**src/rtl/usb_pkg.sv**
```systemverilog
// ---------------------------------------------------------------------------
// usb_pkg
// Shared types for the host-side USB transaction controller:
//   pid_e        - 4-bit PID nibbles used on the wire
//   txn_status_e - per-request completion status reported to the requester
//   txn_state_e  - sequencer states
// Also provides classify_handshake(), which maps a received handshake byte to
// the status it implies.
// ---------------------------------------------------------------------------
package usb_pkg;

  typedef enum logic [3:0] {
    PID_OUT   = 4'b0001,
    PID_IN    = 4'b1001,
    PID_SETUP = 4'b1101,
    PID_DATA0 = 4'b0011,
    PID_DATA1 = 4'b1011,
    PID_ACK   = 4'b0010,
    PID_NAK   = 4'b1010,
    PID_STALL = 4'b1110
  } pid_e;

  typedef enum logic [2:0] {
    ST_NONE    = 3'd0,
    ST_ACK     = 3'd1,
    ST_NAK     = 3'd2,
    ST_STALL   = 3'd3,
    ST_TIMEOUT = 3'd4,
    ST_ERROR   = 3'd5
  } txn_status_e;

  typedef enum logic [3:0] {
    S_IDLE,
    S_GAP,
    S_SEND_PID,
    S_SEND_B0,
    S_SEND_B1,
    S_WAIT_TXDONE,
    S_WAIT_RESP,
    S_WAIT_EOP,
    S_RETRY,
    S_REPORT
  } txn_state_e;

  // A handshake byte carries its PID in the low nibble and the one's
  // complement of it in the high nibble; a broken check nibble or any
  // non-handshake PID is a protocol error.
  function automatic txn_status_e classify_handshake(input logic [7:0] b);
    txn_status_e s;
    s = ST_ERROR;
    if (b[7:4] == ~b[3:0]) begin
      case (b[3:0])
        PID_ACK:   s = ST_ACK;
        PID_NAK:   s = ST_NAK;
        PID_STALL: s = ST_STALL;
        default:   s = ST_ERROR;
      endcase
    end
    return s;
  endfunction

endpackage

```
**src/rtl/usb_txn_timer.sv**
```systemverilog
// ---------------------------------------------------------------------------
// usb_txn_timer
// Clearable saturating up-counter with a terminal-count flag. One instance is
// shared between the inter-packet gap and the response timeout.
// Ports:
//   clk, nRST  clock, async active-low reset
//   i_clear    reset count to zero (wins over i_en)
//   i_en       count up by one this cycle
//   i_limit    terminal-count value
//   o_tc       count currently equals i_limit
// ---------------------------------------------------------------------------
module usb_txn_timer #(
  parameter int WIDTH = 10
) (
  input  logic             clk,
  input  logic             nRST,
  input  logic             i_clear,
  input  logic             i_en,
  input  logic [WIDTH-1:0] i_limit,
  output logic             o_tc
);

  logic [WIDTH-1:0] r_count;

  // Saturate at all-ones so a stalled wait can never wrap back to zero.
  always_ff @(posedge clk or negedge nRST) begin
    if (!nRST) begin
      r_count <= '0;
    end else if (i_clear) begin
      r_count <= '0;
    end else if (i_en && (r_count != {WIDTH{1'b1}})) begin
      r_count <= r_count + WIDTH'(1);
    end
  end

  assign o_tc = (r_count == i_limit);

endmodule

```
**src/rtl/usb_txn_controller.sv**
```systemverilog
// ---------------------------------------------------------------------------
// usb_txn_controller
// Host-side transaction sequencer in front of the transceiver byte interface.
// Sends {~pid,pid}, body[7:0], body[15:8]; waits for a one-byte handshake;
// retries on NAK, error or timeout; reports one status per request.
// Ports:
//   clk, nRST                       clock, async active-low reset
//   i_req_valid/o_req_ready         request handshake (accept on valid&&ready)
//   i_req_pid, i_req_body           request contents, captured on accept
//   o_xcvr_tx_data/o_xcvr_tx_valid  byte to transceiver, held until i_xcvr_tx_ack
//   i_xcvr_tx_ack, i_xcvr_tx_done   byte latched / packet on the wire
//   i_xcvr_rx_*                     received byte, end of packet, receive error
//   o_done, o_status, o_retries_used  completion pulse and held result
// ---------------------------------------------------------------------------
module usb_txn_controller
  import usb_pkg::*;
#(
  parameter int TIMEOUT_CYCLES = 1024,
  parameter int IPG_CYCLES     = 64,
  parameter int MAX_RETRY      = 3
) (
  input  logic        clk,
  input  logic        nRST,
  input  logic        i_req_valid,
  output logic        o_req_ready,
  input  logic [3:0]  i_req_pid,
  input  logic [15:0] i_req_body,
  output logic [7:0]  o_xcvr_tx_data,
  output logic        o_xcvr_tx_valid,
  input  logic        i_xcvr_tx_ack,
  input  logic        i_xcvr_tx_done,
  input  logic [7:0]  i_xcvr_rx_data,
  input  logic        i_xcvr_rx_valid,
  input  logic        i_xcvr_rx_eop,
  input  logic        i_xcvr_rx_error,
  output logic        o_done,
  output logic [2:0]  o_status,
  output logic [1:0]  o_retries_used
);

  localparam int TIMER_W = $clog2(TIMEOUT_CYCLES > IPG_CYCLES ? TIMEOUT_CYCLES : IPG_CYCLES);
  localparam logic [TIMER_W-1:0] TO_LIMIT  = TIMER_W'(TIMEOUT_CYCLES - 1);
  localparam logic [TIMER_W-1:0] IPG_LIMIT = TIMER_W'(IPG_CYCLES - 1);
  localparam logic [1:0]         RETRY_MAX = 2'(MAX_RETRY);

  txn_state_e  r_state, w_state_nxt;
  txn_status_e r_pend, w_pend_nxt;
  txn_status_e w_cls_live, w_cls_held;
  logic [3:0]  r_pid, w_pid_nxt;
  logic [15:0] r_body, w_body_nxt;
  logic [7:0]  r_rx_byte, w_rx_byte_nxt;
  logic [1:0]  r_retry_cnt, w_retry_cnt_nxt;
  logic [7:0]  r_tx_data, w_tx_data_nxt;
  logic        r_tx_valid, w_tx_valid_nxt;
  logic        r_req_ready, w_req_ready_nxt;
  logic        r_done, w_done_nxt;
  logic [2:0]  r_status, w_status_nxt;
  logic [1:0]  r_retries_used, w_retries_nxt;
  logic        w_tmr_clear, w_tmr_en, w_tmr_tc;
  logic [TIMER_W-1:0] w_tmr_limit;

  usb_txn_timer #(.WIDTH(TIMER_W)) u_timer (
    .clk     (clk),
    .nRST    (nRST),
    .i_clear (w_tmr_clear),
    .i_en    (w_tmr_en),
    .i_limit (w_tmr_limit),
    .o_tc    (w_tmr_tc)
  );

  // Live byte covers valid+eop in the same cycle; held byte covers a
  // separate eop in WAIT_EOP.
  assign w_cls_live = classify_handshake(i_xcvr_rx_data);
  assign w_cls_held = classify_handshake(r_rx_byte);

  always_ff @(posedge clk or negedge nRST) begin
    if (!nRST) r_state <= S_IDLE;
    else       r_state <= w_state_nxt;
  end

  always_ff @(posedge clk or negedge nRST) begin
    if (!nRST) begin
      r_pend         <= ST_NONE;
      r_pid          <= '0;
      r_body         <= '0;
      r_rx_byte      <= '0;
      r_retry_cnt    <= '0;
      r_tx_data      <= '0;
      r_tx_valid     <= 1'b0;
      r_req_ready    <= 1'b1;
      r_done         <= 1'b0;
      r_status       <= ST_NONE;
      r_retries_used <= '0;
    end else begin
      r_pend         <= w_pend_nxt;
      r_pid          <= w_pid_nxt;
      r_body         <= w_body_nxt;
      r_rx_byte      <= w_rx_byte_nxt;
      r_retry_cnt    <= w_retry_cnt_nxt;
      r_tx_data      <= w_tx_data_nxt;
      r_tx_valid     <= w_tx_valid_nxt;
      r_req_ready    <= w_req_ready_nxt;
      r_done         <= w_done_nxt;
      r_status       <= w_status_nxt;
      r_retries_used <= w_retries_nxt;
    end
  end

  // Next-state and next-output logic; all outputs are registered from here.
  always_comb begin
    w_state_nxt     = r_state;
    w_pend_nxt      = r_pend;
    w_pid_nxt       = r_pid;
    w_body_nxt      = r_body;
    w_rx_byte_nxt   = r_rx_byte;
    w_retry_cnt_nxt = r_retry_cnt;
    w_tx_data_nxt   = r_tx_data;
    w_tx_valid_nxt  = r_tx_valid;
    w_req_ready_nxt = r_req_ready;
    w_done_nxt      = 1'b0;
    w_status_nxt    = r_status;
    w_retries_nxt   = r_retries_used;
    w_tmr_clear     = 1'b0;
    w_tmr_en        = 1'b0;
    w_tmr_limit     = TO_LIMIT;

    case (r_state)
      S_IDLE: begin
        if (i_req_valid) begin
          w_pid_nxt       = i_req_pid;
          w_body_nxt      = i_req_body;
          w_req_ready_nxt = 1'b0;
          w_tmr_clear     = 1'b1;
          w_state_nxt     = S_GAP;
        end
      end
      S_GAP: begin
        w_tmr_en    = 1'b1;
        w_tmr_limit = IPG_LIMIT;
        if (w_tmr_tc) begin
          w_tx_valid_nxt = 1'b1;
          w_tx_data_nxt  = {~r_pid, r_pid};
          w_state_nxt    = S_SEND_PID;
        end
      end
      S_SEND_PID: begin
        if (i_xcvr_tx_ack) begin
          w_tx_data_nxt = r_body[7:0];
          w_state_nxt   = S_SEND_B0;
        end
      end
      S_SEND_B0: begin
        if (i_xcvr_tx_ack) begin
          w_tx_data_nxt = r_body[15:8];
          w_state_nxt   = S_SEND_B1;
        end
      end
      S_SEND_B1: begin
        if (i_xcvr_tx_ack) begin
          w_tx_valid_nxt = 1'b0;
          w_state_nxt    = S_WAIT_TXDONE;
        end
      end
      S_WAIT_TXDONE: begin
        if (i_xcvr_tx_done) begin
          w_tmr_clear = 1'b1;
          w_state_nxt = S_WAIT_RESP;
        end
      end
      // Priority: error, then a byte (beats a same-cycle timeout), then a
      // bare eop, then timeout.
      S_WAIT_RESP: begin
        w_tmr_en = 1'b1;
        if (i_xcvr_rx_error) begin
          w_pend_nxt  = ST_ERROR;
          w_state_nxt = S_RETRY;
        end else if (i_xcvr_rx_valid) begin
          w_rx_byte_nxt = i_xcvr_rx_data;
          if (i_xcvr_rx_eop) begin
            w_pend_nxt  = w_cls_live;
            w_state_nxt = (w_cls_live == ST_ACK || w_cls_live == ST_STALL) ? S_REPORT : S_RETRY;
          end else begin
            w_state_nxt = S_WAIT_EOP;
          end
        end else if (i_xcvr_rx_eop) begin
          w_pend_nxt  = ST_ERROR;
          w_state_nxt = S_RETRY;
        end else if (w_tmr_tc) begin
          w_pend_nxt  = ST_TIMEOUT;
          w_state_nxt = S_RETRY;
        end
      end
      S_WAIT_EOP: begin
        w_tmr_en = 1'b1;
        if (i_xcvr_rx_error || i_xcvr_rx_valid) begin
          w_pend_nxt  = ST_ERROR;
          w_state_nxt = S_RETRY;
        end else if (i_xcvr_rx_eop) begin
          w_pend_nxt  = w_cls_held;
          w_state_nxt = (w_cls_held == ST_ACK || w_cls_held == ST_STALL) ? S_REPORT : S_RETRY;
        end else if (w_tmr_tc) begin
          w_pend_nxt  = ST_TIMEOUT;
          w_state_nxt = S_RETRY;
        end
      end
      S_RETRY: begin
        if (r_retry_cnt < RETRY_MAX) begin
          w_retry_cnt_nxt = r_retry_cnt + 2'd1;
          w_tmr_clear     = 1'b1;
          w_state_nxt     = S_GAP;
        end else begin
          w_state_nxt = S_REPORT;
        end
      end
      S_REPORT: begin
        w_done_nxt      = 1'b1;
        w_status_nxt    = r_pend;
        w_retries_nxt   = r_retry_cnt;
        w_retry_cnt_nxt = '0;
        w_req_ready_nxt = 1'b1;
        w_state_nxt     = S_IDLE;
      end
      default: w_state_nxt = S_IDLE;
    endcase
  end

  assign o_req_ready     = r_req_ready;
  assign o_xcvr_tx_data  = r_tx_data;
  assign o_xcvr_tx_valid = r_tx_valid;
  assign o_done          = r_done;
  assign o_status        = r_status;
  assign o_retries_used  = r_retries_used;

endmodule

```
**config.mk**
```make
export PLATFORM = sky130hd
export DESIGN_NAME = usb_txn_controller
export DESIGN_NICKNAME = d
export VERILOG_FILES = /design/src/rtl/usb_pkg.sv /design/src/rtl/usb_txn_timer.sv /design/src/rtl/usb_txn_controller.sv
export SDC_FILE = /design/constraint.sdc
export NUM_CORES = 1
export LEC_CHECK = 0
export BUFFER_PORTS_ARGS = -buffer_cell sky130_fd_sc_hd__buf_2
export CAP_MARGIN = 20
export CORE_MARGIN = 2
export CORE_UTILIZATION = 63
export CTS_BUF_LIST = sky130_fd_sc_hd__clkbuf_8
export DETAILED_ROUTE_END_ITERATION = 10
export PLACE_DENSITY = 0.95
export SLEW_MARGIN = 40
export SYNTH_ARGS = -nofsm -noshare
export SYNTH_HDL_FRONTEND = slang
export SYNTH_SLANG_ARGS = --single-unit
```
**constraint.sdc**
```tcl
create_clock -name clk -period 4 [get_ports clk]
set_input_delay 0.8 -clock clk [delete_from_list [all_inputs] [get_ports clk]]
set_output_delay 0.8 -clock clk [all_outputs]
set_load 0.1 [all_outputs]
```
==> results of run 1 <==
routing by layer:
layer	track usage, %	routed length [um]	vias to the layer above
met5	2.73	0	-
met4	16.4	301	0
met3	5.09	374	35
met2	46.3	3730	94
met1	33.0	3000	1252
li1	-	-	1193
state kept, by name, summed over array words and instances, names as in the netlist:
| name | cells |
|---|---|
| r_body | 16 |
| u_timer.r_count | 10 |
| o_xcvr_tx_data | 8 |
| r_rx_byte | 8 |
| r_pid | 4 |
| r_state | 4 |
| o_status | 3 |
| r_pend | 3 |
| o_retries_used | 2 |
| r_retry_cnt | 2 |
| o_done | 1 |
| o_req_ready | 1 |
| o_xcvr_tx_valid | 1 |
synth_stat cells, types with 5 or more instances:
| cell type | count | area (um^2) |
|---|---|---|
| xnor2_1 | 9 | 78.8 |
| o21ai_0 | 13 | 65.1 |
| nand2_1 | 19 | 71.3 |
| a21oi_1 | 7 | 35.0 |
| clkbuf_1 | 5 | 18.8 |
| mux2i_1 | 10 | 100 |
| inv_1 | 7 | 26.3 |
| mux2_2 | 37 | 417 |
| nand3_1 | 6 | 30.0 |
| dfrtp_1 | 62 | 1550 |
| nor2_1 | 17 | 63.8 |
| nor3_1 | 11 | 55.1 |
| o21ai_1 | 9 | 45.0 |
final timing paths:
| kind | start | to | slack [ns] | cells after the start |
|---|---|---|---|---|
| max | r_state[0] | r_state[1] | 1.78 | 5 |
| min | nRST | r_rx_byte[2] | 0.47 | 1 |
| max reg2reg | r_state[0] | r_state[1] | 1.78 | 5 |
| min reg2reg | o_xcvr_tx_data[4] | o_xcvr_tx_data[4] | 0.48 | 2 |
| max in group asynchronous | nRST | o_req_ready | 2.64 | 2 |
| min in group clk | o_xcvr_tx_data[4] | o_xcvr_tx_data[4] | 0.48 | 2 |
cells by family after synthesis:
logic type	count (synthesis)	synth area share [%]
simple gates	97	17.2
buf+inv	22	3.91
xor+xnor	13	3.46
mux	48	16.2
flops	63	47.9
compound gates	53	10.6
fa+ha+maj	2	0.760
stage by stage:
step | hold WS, ns | power (W) | util, % | cell area, um^2 | std cells
after CTS | 0.480 | 0.00323 | 74.9 | 3800 | 425
final | 0.470 | 0.00323 | 74.9 | 3800 | 425
after floorplan | 0.470 | 0.00228 | - | 3290 | 298
after global placement | 0.457 | 0.00250 | 70.0 | 3550 | 407
after detailed placement | 0.465 | 0.00258 | 70.3 | 3570 | 409
after global routing | 0.523 | 0.00340 | 74.9 | 3800 | 425
worst register-to-register path: cells and delay by family (launching register included):
kind	cells	cell delay, ns
compound gates	2	0.39
flops	1	0.70
simple gates	2	0.66
mux	1	0.36
power groups by stage:
| stage | Sequential [W] | Combinational, W | Clock [W] |
|---|---|---|---|
| finish | 0.00113 | 0.00147 | 0.000634 |
| global route | 0.00116 | 0.00157 | 0.000668 |
| CTS | 0.00112 | 0.00147 | 0.000638 |
| detailed placement | 0.00113 | 0.00145 | 0 |
| global placement | 0.00111 | 0.00139 | 0 |
| floorplan | 0.00150 | 0.000781 | 0 |
area by class of cell:
cell class                      instances  area [um^2]  share of cell area (%)
Multi-Input combinational cell        213         1590                    41.8
Clock buffer                           11          151                    3.98
Timing Repair Buffer                   56          288                    7.57
Inverter                                7         26.3                   0.691
Tap cell                               70         87.6                    2.30
Clock inverter                          5         80.1                    2.11
Sequential cell                        63         1580                    41.5
==> impl_metrics.toml, run 1 <==
[floorplanning]
ios = 52
core_um2 = 5070
die_y_um = 76.3
fp-row-count = 26
fp.dieArea_um2 = 5820
initial_core_util_pct = 64.9
fp.dieW_um = 76.3

[worst_setup_path]
endpoint_kind = "register"
critPathMaxStageDelay_ns = 0.70
worstPathArrival_ns = 2.45
crit_chain = "nor4b_2, mux2_4, or2_0, a311oi_2, o21ai_1"
path_buf_inv = 0
crit_slowest_cell = "dfrtp_2"
worstSetupPathType = "reg2reg"
crit_family = "flip-flops"
critPathMaxFanout = 26
start_kind = "register"
critPathRequiredTime_ns = 4.22

[pwr]
p_sw_share_pct = 44.9
p_seq_share_pct = 34.9
combPwrFrac_pct = 45.5
powerDensity_nw_per_um2 = 851
switching_power_w = 0.00145
p_int_w = 0.00178
power.leakage_nw = 1.74
p_clk_share_pct = 19.6
peakVddDrop_mv = 0.864

[route]
routed_wl_um = 7410
drc = 0
postRouteAntennaNets = 0
viasPerCell = 6.06
vias = 2574
drt-initial-drc-count = 196
first_pass_iters = 5
wl_per_cell_um = 17.4

[timing]
worst_slew_pin_slew_ns = 0.734
slew_viol_final = 0
relSlewSlack_pct = 50.7
setup_violations = 0
hold_viol = 0
skew_ns = 0.00720
fin_ws_ns = 1.78
period_minus_slack_ns = 2.22
fmax_ghz = 0.450
rsz0062_at_grt = "false"
fin_setup_tns_ns = 0
post-route-period-util_pct = 55.6

[placement]
gp_congestion = 0.895
dp_hpwl_um = 5150
pre_cts_slack_ns = 1.52
placement.io_buffers = 51

[logic_synthesis]
seq_area_frac_synth_pct = 47.9
async_reset_ff_share_pct = 100
synth.distinct_cells = 63
ys_ff_latch = 63
synth_nets = 336
syn_avg_cell_area_um2 = 11.0
synth_cells = 298
synth-edff-count = 0
synthesis.area_um2 = 3290
synth-main-ff-cell = "dfrtp_1"
yosys_warnings = 0

[cts]
cts.clk_slew.worst_paths_ns = 0.07
clock_path_buffers = 2
clockRootBuffer = "clkbuf_8"
tritoncts = "built"
h-tree-depth = 3
cts_setup_buffers = 0
hold_buffers = 0
clock_sinks = 63
worstSkewPairLatency_ns = 0.35
numCtsBuffers = 9
ctsResizeCount = 0

[global_routing]
grt_pass1_wl_um = 12500
grt_use_total_pct = 27.6
grt_pass1_vias = 2649
antenna_found_initial = 0
overflow = 0
grt_start_max_net_pins = 35

[worst_hold_path]
hold_class = "in2async"

[final_layout]
final_common_cell = "dfrtp_1"
mostFrequentLayoutCells = "dfrtp_1 (61), buf_2 (53), mux2_2 (37)"
fin_nets = 388
antennaDiodeCount = 0
n_fill_cell = 327
drive_above_1_share_pct = 36.1
area_growth_pct = 15.5

[outcome]
status = "finished clean"

[flow_run]
max_cap_violations = 0
No activity file was read; power rests on OpenSTA's default activity.
==> run 2: changes to the inputs <==
--- a/config.mk
+++ b/config.mk
@@ -8,10 +8,10 @@
 export BUFFER_PORTS_ARGS = -buffer_cell sky130_fd_sc_hd__buf_2
 export CAP_MARGIN = 20
 export CORE_MARGIN = 2
-export CORE_UTILIZATION = 63
+export CORE_UTILIZATION = 59
 export CTS_BUF_LIST = sky130_fd_sc_hd__clkbuf_8
 export DETAILED_ROUTE_END_ITERATION = 10
-export PLACE_DENSITY = 0.95
+export PLACE_DENSITY = 0.94
 export SLEW_MARGIN = 40
 export SYNTH_ARGS = -nofsm -noshare
 export SYNTH_HDL_FRONTEND = slang
==> constraint.sdc (replaced) <==
create_clock -name clk -period 2.1 [get_ports clk]
set_input_delay 0.42 -clock clk [delete_from_list [all_inputs] [get_ports clk]]
set_output_delay 0.42 -clock clk [all_outputs]
set_load 0.1 [all_outputs]
==> run 2 against run 1 <==
Net effect: clock skew up 0.0011 ns; clock-buffer cell count is 2 lower; worst setup slack lost 1.7 ns; sequential power grew 81%; wire length grew 5.6%; via count up 1.4%; clock power is 38% higher; critical path type unchanged; critical endpoint is now r_state[2].
==> impl_metrics.toml, run 2 (synthesis gave the netlist of run 1 again) <==
[worst_setup_path]
critPathRequiredTime_ns = 2.32
critPathMaxFanout = 3
endpoint_kind = "register"
start_kind = "register"
worstSetupPathType = "reg2reg"
worstPathArrival_ns = 2.27

[floorplanning]
fp-row-count = 27
core_um2 = 5440
fp.dieArea_um2 = 6190
ios = 52
fp.dieW_um = 78.7
initial_core_util_pct = 60.5
die_y_um = 78.7

[placement]
dp.cells = 420
dp_hpwl_um = 5310
placement.io_buffers = 51
gp_congestion = 0.925

[route]
first_pass_iters = 5
wl_per_cell_um = 17.8
drc = 0
drt-initial-drc-count = 227
routed_wl_um = 7830
postRouteAntennaNets = 0
vias = 2610
viasPerCell = 5.93

[final_layout]
antennaDiodeCount = 0
area_growth_pct = 16.8
reg.largest.list = "r_body: 16 flops, u_timer.r_count: 10 flops"
largest_reg_flops = 16
mostFrequentLayoutCells = "dfrtp_1 (62), buf_2 (52), mux2_2 (37)"
register_area_um2 = 1580
drive_above_1_share_pct = 37.0
fin_nets = 401
top_register = "r_body"
fin_util_pct = 70.7
final_common_cell = "dfrtp_1"
multiInputGateArea_um2 = 1590
layout.cells.non_filler = 440
n_fill_cell = 365

[global_routing]
grt_start_max_net_pins = 31
overflow = 0
grt_use_total_pct = 26.7
antenna_found_initial = 0
grt_pass1_wl_um = 12400
grt_pass1_vias = 2689

[cts]
h-tree-depth = 3
worstSkewPairLatency_ns = 0.35
clock_sinks = 63
clockRootBuffer = "clkbuf_8"
cts.clk_slew.worst_paths_ns = 0.07
clock_path_buffers = 2
tritoncts = "built"
numCtsBuffers = 9

[outcome]
status = "finished clean"

[flow_run]
max_cap_violations = 0

[timing]
slew_viol_final = 0
fin_setup_tns_ns = 0
relSlewSlack_pct = 66.4
rsz0062_at_grt = "true"
worst_slew_pin_slew_ns = 0.508
period_minus_slack_ns = 2.05
post-route-period-util_pct = 97.8
skew_ns = 0.00831
hold_viol = 0
setup_violations = 0
fmax_ghz = 0.487

[worst_hold_path]
hold_class = "in2reg"

[pwr]
peakVddDrop_mv = 1.76
power.leakage_nw = 1.79
finalPower_w = 0.00601
powerDensity_nw_per_um2 = 1560
-- run 2: path summary, 6_finish.rpt --
| path | from | to | slack, ns | cells past startpoint |
|---|---|---|---|---|
| max in group asynchronous | nRST | o_req_ready | 0.95 | 3 |
| min in group asynchronous | nRST | r_rx_byte[4] | 0.51 | 2 |
| worst min register to register | o_xcvr_tx_data[3] | o_xcvr_tx_data[3] | 0.48 | 2 |
| worst max-delay path | u_timer.r_count[9] | r_state[2] | 0.05 | 5 |
| worst min-delay path | i_req_body[7] | r_body[7] | 0.30 | 2 |
| worst max register to register | u_timer.r_count[9] | r_state[2] | 0.05 | 5 |
-- run 2: layer usage --
layer	GRT usage (%)	part of all wire, %
met1	31.0	39
met2	45.7	50
met3	7.16	7.0
met4	13.3	3.3
met5	0	0
-- run 2: area by class of cell --
| cell class | instances | share of cell area (%) |
|---|---|---|
| Multi-Input combinational cell | 213 | 41.4 |
| Sequential cell | 63 | 41.0 |
| Clock buffer | 9 | 3.22 |
| Clock inverter | 7 | 0.879 |
| Timing Repair Buffer | 69 | 10.5 |
| Inverter | 7 | 0.683 |
| Tap cell | 72 | 2.34 |
-- run 2: power by group --
part / switching (W) / leakage [nW] / internal [W]
registers: 0.000339 / 0.786 / 0.00170
clock network: 0.000468 / 0.0926 / 0.000408
logic: 0.00203 / 0.913 / 0.00107
total: 0.00284 / 1.79 / 0.00318
-- run 2: worst max-delay path: stages (launching register included) --
cell,delay [ns]
dfrtp_1,0.40
or4_4,0.57
mux2_4,0.28
or2_1,0.22
a311oi_2,0.30
o21ai_1,0.14
-- run 2: what timing repair did --
action | 4_1_cts | 5_1_grt
setup endpoints to repair | 0 | 6
hold buffers | 1 | 0
setup buffers | 0 | 3
resized for setup | 0 | 2
endpoints found under the hold margin | 13 | 0
-- run 2: stage by stage --
stage               area, um^2  hold slack [ns]  setup slack (ns)
floorplan                 3290            0.124             0.199
global placement          3640            0.340             0.132
detailed placement        3650            0.347            0.0592
CTS                       3820            0.295           0.00234
global route              3840            0.306            0.0191
finish                    3840            0.299            0.0453
